===== src/rtl/aes_core_arbiter.sv =====
// aes_core_arbiter: shares one fixed-latency AES core between two requesters.
// Round-robin grant in IDLE, latch the winning plaintext/key, one-cycle
// cs/we issue, count out the core latency, then hold the tagged ciphertext
// on a valid/ready response channel. One job in flight at a time.
//
// Ports:
//   clk, reset                 clock, async active-low reset
//   reqN_valid/ready/data/key  requester N job channel (N = 0,1)
//   core_cs/we/indata/key      issue side of the AES core
//   core_out                   ciphertext from the core
//   rsp_valid/ready/data/id    response channel, id = owning requester
//   busy                       FSM not in IDLE
module aes_core_arbiter #(
  parameter int DATA_W   = 128,
  parameter int CORE_LAT = 11
) (
  input  logic              clk,
  input  logic              reset,
  input  logic              req0_valid,
  output logic              req0_ready,
  input  logic [DATA_W-1:0] req0_data,
  input  logic [DATA_W-1:0] req0_key,
  input  logic              req1_valid,
  output logic              req1_ready,
  input  logic [DATA_W-1:0] req1_data,
  input  logic [DATA_W-1:0] req1_key,
  output logic              core_cs,
  output logic              core_we,
  output logic [DATA_W-1:0] core_indata,
  output logic [DATA_W-1:0] core_key,
  input  logic [DATA_W-1:0] core_out,
  output logic              rsp_valid,
  input  logic              rsp_ready,
  output logic [DATA_W-1:0] rsp_data,
  output logic              rsp_id,
  output logic              busy
);

  typedef enum logic [1:0] {IDLE, ISSUE, WAIT, RESP} state_t;

  state_t            state, state_nxt;
  logic [DATA_W-1:0] lat_data, lat_key;
  logic              lat_id;
  logic [7:0]        cnt;
  logic              last_grant;
  logic              grant;
  logic              hs;

  // Contested grant goes to whoever did not win last; last_grant resets
  // to 1 so the first contested grant after reset lands on requester 0.
  always_comb begin
    grant = req1_valid;
    if (req0_valid && req1_valid) grant = ~last_grant;
  end

  // Readies are gated by reset so every output is 0 while reset is held,
  // even if a requester is already presenting valid.
  assign req0_ready = reset && (state == IDLE) && req0_valid && !grant;
  assign req1_ready = reset && (state == IDLE) && req1_valid &&  grant;
  assign hs         = req0_ready || req1_ready;

  always_ff @(posedge clk or negedge reset) begin
    if (!reset) state <= IDLE;
    else        state <= state_nxt;
  end

  always_comb begin
    state_nxt   = state;
    core_cs     = 1'b0;
    core_we     = 1'b0;
    core_indata = '0;
    core_key    = '0;
    rsp_valid   = 1'b0;
    busy        = (state != IDLE);
    case (state)
      IDLE:  if (hs) state_nxt = ISSUE;
      ISSUE: begin
        core_cs     = 1'b1;
        core_we     = 1'b1;
        core_indata = lat_data;
        core_key    = lat_key;
        state_nxt   = WAIT;
      end
      WAIT: begin
        core_cs     = 1'b1;
        core_indata = lat_data;
        core_key    = lat_key;
        if (cnt == 8'd0) state_nxt = RESP;
      end
      RESP: begin
        rsp_valid = 1'b1;
        if (rsp_ready) state_nxt = IDLE;
      end
      default: state_nxt = IDLE;
    endcase
  end

  // Job latch, latency counter and response capture. The counter is loaded
  // with CORE_LAT-1 during ISSUE so WAIT spans exactly CORE_LAT cycles and
  // core_out is sampled on the last of them.
  always_ff @(posedge clk or negedge reset) begin
    if (!reset) begin
      lat_data   <= '0;
      lat_key    <= '0;
      lat_id     <= 1'b0;
      cnt        <= 8'd0;
      last_grant <= 1'b1;
      rsp_data   <= '0;
      rsp_id     <= 1'b0;
    end else begin
      case (state)
        IDLE: begin
          if (req0_ready) begin
            lat_data   <= req0_data;
            lat_key    <= req0_key;
            lat_id     <= 1'b0;
            last_grant <= 1'b0;
          end else if (req1_ready) begin
            lat_data   <= req1_data;
            lat_key    <= req1_key;
            lat_id     <= 1'b1;
            last_grant <= 1'b1;
          end
        end
        ISSUE: cnt <= 8'(CORE_LAT - 1);
        WAIT: begin
          if (cnt == 8'd0) begin
            rsp_data <= core_out;
            rsp_id   <= lat_id;
          end else begin
            cnt <= cnt - 8'd1;
          end
        end
        default: ;
      endcase
    end
  end

endmodule


===== config.mk =====
export PLATFORM = sky130hd
export DESIGN_NAME = aes_core_arbiter
export DESIGN_NICKNAME = d
export VERILOG_FILES = /design/src/rtl/aes_core_arbiter.sv
export SDC_FILE = /design/constraint.sdc
export NUM_CORES = 1
export LEC_CHECK = 0
export ABC_AREA = 1
export BUFFER_PORTS_ARGS = -buffer_cell sky130_fd_sc_hd__buf_2
export CAP_MARGIN = 20
export CORE_AREA = 2 2 404 406
export CTS_BUF_LIST = sky130_fd_sc_hd__clkbuf_2
export DETAILED_ROUTE_END_ITERATION = 7
export DIE_AREA = 0 0 406 408
export PLACE_DENSITY = 0.34
export SETUP_SLACK_MARGIN = 0.5
export SYNTH_ARGS = -nofsm -noshare
export SYNTH_HDL_FRONTEND = slang
export SYNTH_SLANG_ARGS = --single-unit

===== constraint.sdc =====
create_clock -name clk -period 3.1 [get_ports clk]
set_input_delay 0.465 -clock clk [delete_from_list [all_inputs] [get_ports clk]]
set_output_delay 0.465 -clock clk [all_outputs]
set_load 0.05 [all_outputs]

==> results of run 1 <==
cell families after synthesis:
logic type / count (synthesis) / share of synthesized area, %
compound gates: 12 / 0.3551
simple gates: 1723 / 37.78
xor+xnor: 3 / 0.1356
buf+inv: 459 / 10.07
fa+ha+maj: 6 / 0.3874
flops: 397 / 51.27
stage by stage:
step | std cells | instance area (µm²) | hold WS (ps) | utilization [%]
3_3_place_gp | 5684 | 27120 | 450.1 | 16.78
2_1_floorplan | 2600 | 19380 | 169.4 | -
3_5_place_dp | 5684 | 27120 | 452.7 | 16.78
==> results.sh, run 1 <==
export IMPL_cts_setup_buffers=26
export IMPL_synth_top_area_share_pct=51.14
export IMPL_num_rows=148
export IMPL_yosys_most_used_dff="dfrtp_1"
export IMPL_synth_warnings=0
export IMPL_synth_seq_area_share_pct=51.27
export IMPL_die_width_um=406
export IMPL_cts_hold_repair_buffers=1191
export IMPL_total_of_cells_resized_after_clock_tree_synthesis=463
export IMPL_async_flop_share_pct=100.0
export IMPL_ctsHtreeMaxLevel=4
export IMPL_cts_buffers=137
export IMPL_postSynthNetCount=3251
export IMPL_top_level_ports=1036
export IMPL_cell_count_after_synthesis=2600
export IMPL_place_ws_ps=575.7
export IMPL_sink_count=397
export IMPL_status="did not finish"
export IMPL_synth_most_common_cell="nand2_1"
export IMPL_place_hpwl_um=91760
export IMPL_portBuffers=1035
export IMPL_synth_edff_count=0
export IMPL_yosys_top_cell_by_area="dfrtp_1"
export IMPL_syn_avg_cell_area_um2=7.453
export IMPL_synthesis_area_um2=19380
export IMPL_initial_utilization_pct=11.99
export IMPL_toolErrorMsg="[ERROR RSZ-0060] Max buffer count reached."
export IMPL_netlist_top_cells_count="nand2_1 (1054), nand3_1 (649), dfrtp_1 (396)"
export IMPL_maximum_buffer_depth_of_the_clock_tree=3
export IMPL_synth_distinct_cells=26
export IMPL_flow_stopped_at="4_1_cts"
export IMPL_die_height_um=408
export IMPL_cts_root_buf="clkbuf_2"
export IMPL_synth_area_top_cells="dfrtp_1 (51%), nand2_1 (20%), nand3_1 (17%)"
export IMPL_routabilityCongestion=0.8640
export IMPL_synth_ff_latch_count=397
==> run 2: changes to the inputs <==
CORE_AREA = 2 2 401 403   (was 2 2 404 406)
CTS_BUF_LIST = default   (was sky130_fd_sc_hd__clkbuf_2)
DIE_AREA = 0 0 403 405   (was 0 0 406 408)
PLACE_DENSITY = default   (was 0.34)
PLACE_DENSITY_LB_ADDON = 0.15   (was default)
SETUP_SLACK_MARGIN = default   (was 0.5)
==> run 2 against run 1 <==
Compared with the run above:
- the run now ends clean
- synthesized cell count unchanged
- area after synthesis did not move
==> results.sh, run 2 <==
export IMPL_die_width_um=403
export IMPL_worstPathBufferInverterCount=5
export IMPL_pin_count_of_the_biggest_net_entering_global_routing=134
export IMPL_commonest_cells_after_routing_fill_and_taps_aside="nand2_1 (1053), buf_2 (994), nand3_1 (649)"
export IMPL_synth_top_area_share_pct=51.14
export IMPL_unrepaired_setup_endpoints_after_global_routing="no"
export IMPL_synth_seq_area_share_pct=51.27
export IMPL_cts_root_buf="clkbuf_16"
export IMPL_antenna_violating_nets_post_route=0
export IMPL_final_setup_viol_count=0
export IMPL_detailedRoute_firstPassIterationCount=5
export IMPL_worstPathRequired_ps=2630
export IMPL_grt_antenna_before_repair=60
export IMPL_wire_length_of_the_first_global_routing_pass_um=169400
export IMPL_hold_path_class="in -> reg"
export IMPL_yosys_top_cell_by_area="dfrtp_1"
export IMPL_power_share_sequential_pct=23.0
export IMPL_status="finished clean"
export IMPL_synth_area_top_cells="dfrtp_1 (51%), nand2_1 (20%), nand3_1 (17%)"
export IMPL_postSynthNetCount=3251
export IMPL_tritoncts="built"
export IMPL_slew_headroom_pct=21.27
export IMPL_worst_endpoint_arrival_ps=2480
export IMPL_leakage_nw=18.60
export IMPL_cts_buffers=55
export IMPL_synth_most_common_cell="nand2_1"
export IMPL_path_clk_slew_ps=60
export IMPL_p_sw_mw=22.16
export IMPL_initial_utilization_pct=12.17
export IMPL_routabilityCongestion=0.8313
export IMPL_remaining_drc_errors=0
export IMPL_final_max_slew_viol_count=0
export IMPL_detail_route_iter0_violations=1243
export IMPL_timing_setup_critical_path_class="reg -> out"
export IMPL_place_hpwl_um=89220
export IMPL_ctsHtreeMaxLevel=2
export IMPL_layout_cells_most_common="nand2_1"
export IMPL_grt_ovfl_total=0
export IMPL_power_clock_fraction_pct=16.3
export IMPL_grt_util_all_layers_pct=14.06
export IMPL_maximum_buffer_depth_of_the_clock_tree=3
export IMPL_max_slew_worst_pin_slew_ps=1181
export IMPL_async_flop_share_pct=100.0
export IMPL_syn_avg_cell_area_um2=7.453
export IMPL_cap_violations=0
export IMPL_crit_fanout=24
export IMPL_postLayoutCellArea_um2=33800
export IMPL_portBuffers=1035
export IMPL_combinationalPowerShare_pct=60.8
export IMPL_finalWirelength_um=122100
export IMPL_synth_distinct_cells=26
export IMPL_area_growth_synth_to_final_pct=74.41
export IMPL_clk_latency_ps=660
export IMPL_vdd_ir_drop_worst_mv=0.6692
export IMPL_clock_skew_final_ps=40.26
export IMPL_vias_per_cell=3.794
export IMPL_power_switching_share_pct=54.69
export IMPL_top_level_ports=1036
export IMPL_netlist_top_cells_count="nand2_1 (1054), nand3_1 (649), dfrtp_1 (396)"
export IMPL_cell_count_after_synthesis=2600
export IMPL_first_global_vias=23930
export IMPL_yosys_most_used_dff="dfrtp_1"
export IMPL_sink_count=397
export IMPL_totalNegativeSetupSlack_ps=0
export IMPL_synth_warnings=0
export IMPL_num_nets_final=4687
export IMPL_reg_largest_list="lat_data x128, lat_key x128, rsp_data x128"
export IMPL_critical_path_startpoint_type="flip-flop"
export IMPL_drive_above_1_share_pct=29.28
export IMPL_die_height_um=405
export IMPL_detailroute_via_count=23480
export IMPL_endpoints_failing_hold=0
export IMPL_cellPowerDensity_nw_per_um2=1199
export IMPL_crit_path_cell_trace="inv_1 > ha_4 > buf_16 > buf_16 > nand2_1 > inv_1 > buf_2"
export IMPL_synth_ff_latch_count=397
export IMPL_synthesis_area_um2=19380
export IMPL_finalWorstPathRequiredPeriod_ps=2942
export IMPL_placedInstanceArea_um2=26970
export IMPL_die_area_um2=163200
export IMPL_synth_edff_count=0
export IMPL_intPower_mw=18.37
export IMPL_crit_family="buffers and inverters"
export IMPL_timing_fmax_ghz=0.3399
export IMPL_floorplan_core_area_um2=159300
export IMPL_num_rows=147
export IMPL_wl_cell_um=19.72
export IMPL_share_of_the_clock_period_used_by_the_worst_path_after_layout_pct=94.89
export IMPL_end_kind="primary output"
export IMPL_critical_path_max_stage_delay_ps=430
export IMPL_slowest_stage="dfrtp_1"
## run 2: path summary, 6_finish.rpt
check	end	slack, ps	from	cells after the start
min in group asynchronous	rsp_data[63]$_DFFE_PN0P_	280	reset	2
worst min register to register	rsp_data[101]$_DFFE_PN0P_	460	rsp_data[101]$_DFFE_PN0P_	2
worst max-delay path	core_key[119]	160	state[1]$_DFFE_PN0P_	7
max in group asynchronous	lat_key[123]$_DFFE_PN0P_	1010	reset	4
worst min-delay path	rsp_data[74]$_DFFE_PN0P_	60	core_out[74]	3
worst max register to register	lat_key[55]$_DFFE_PN0P_	180	state[0]$_DFFE_PN0P_	8
## run 2: final cells by class
type	instances	area (µm²)
Multi-Input combinational cell	1744	7547
Clock inverter	14	210.2
Clock buffer	85	1619
Fill cell	18310	125500
Antenna cell	25	62.56
Timing Repair Buffer	1563	10770
Inverter	275	1047
Tap cell	2086	2610
Sequential cell	397	9936
## run 2: cell families after synthesis
kind of cell | after synthesis | synth area share [%]
and+or+nand+nor | 1723 | 37.78
adders and majority gates | 6 | 0.3874
xor gates and xnor gates | 3 | 0.1356
AOI/OAI and AO/OA | 12 | 0.3551
DFF | 397 | 51.27
buffers and inverters | 459 | 10.07
## run 2: power groups by stage
stage / Combinational, mW / Clock (mW) / Sequential, mW
floorplan: 12.7 / 0 / 11.8
global placement: 22.3 / 0 / 9.42
detailed placement: 22.2 / 0 / 9.38
CTS: 24.4 / 6.89 / 9.34
global route: 26.4 / 7.05 / 9.59
finish: 24.6 / 6.60 / 9.31
## run 2: worst register-to-register path: stages, from the launching register on
cell and delay [ps]:
dfrtp_1 410, inv_1 160, ha_4 190, nand4_4 180
buf_12 260, buf_4 840, nand3_1 100, nand3_1 80
dlygate4sd3_1 560
## run 2: what timing repair did
action,4_1_cts,5_1_grt
gates resized for setup,40,10
hold endpoints to repair,351,0
hold buffers,467,0
gates cloned,1,3
buffers inserted,0,2
endpoints found under the setup margin,67,115
pin swaps,0,1
## run 2: per-stage QoR
| step | utilization, % | hold WS, ps | setup slack, ps | total power, mW | instances |
|---|---|---|---|---|---|
| floorplan | - | 169.4 | 476.9 | 24.44 | 2600 |
| global placement | 16.93 | 376.0 | 618.7 | 31.68 | 5593 |
| detailed placement | 16.93 | 369.4 | 596.5 | 31.59 | 5593 |
| CTS | 21.11 | 0.04075 | -6.282 | 40.64 | 6160 |
| global route | 21.21 | 9.824 | 7.031 | 43.01 | 6183 |
| finish | 21.22 | 62.35 | 158.3 | 40.53 | 6189 |
## run 2: metal layers
metal | global-route usage (%) | part of all wire [%] | wire length, µm
met1 | 16.99 | 41 | 49900
met2 | 24.02 | 49 | 59900
met3 | 3.718 | 6.7 | 8200
met4 | 4.797 | 3.2 | 3849
met5 | 0 | 0.18 | 218
Power figures use the tool's default switching activity.
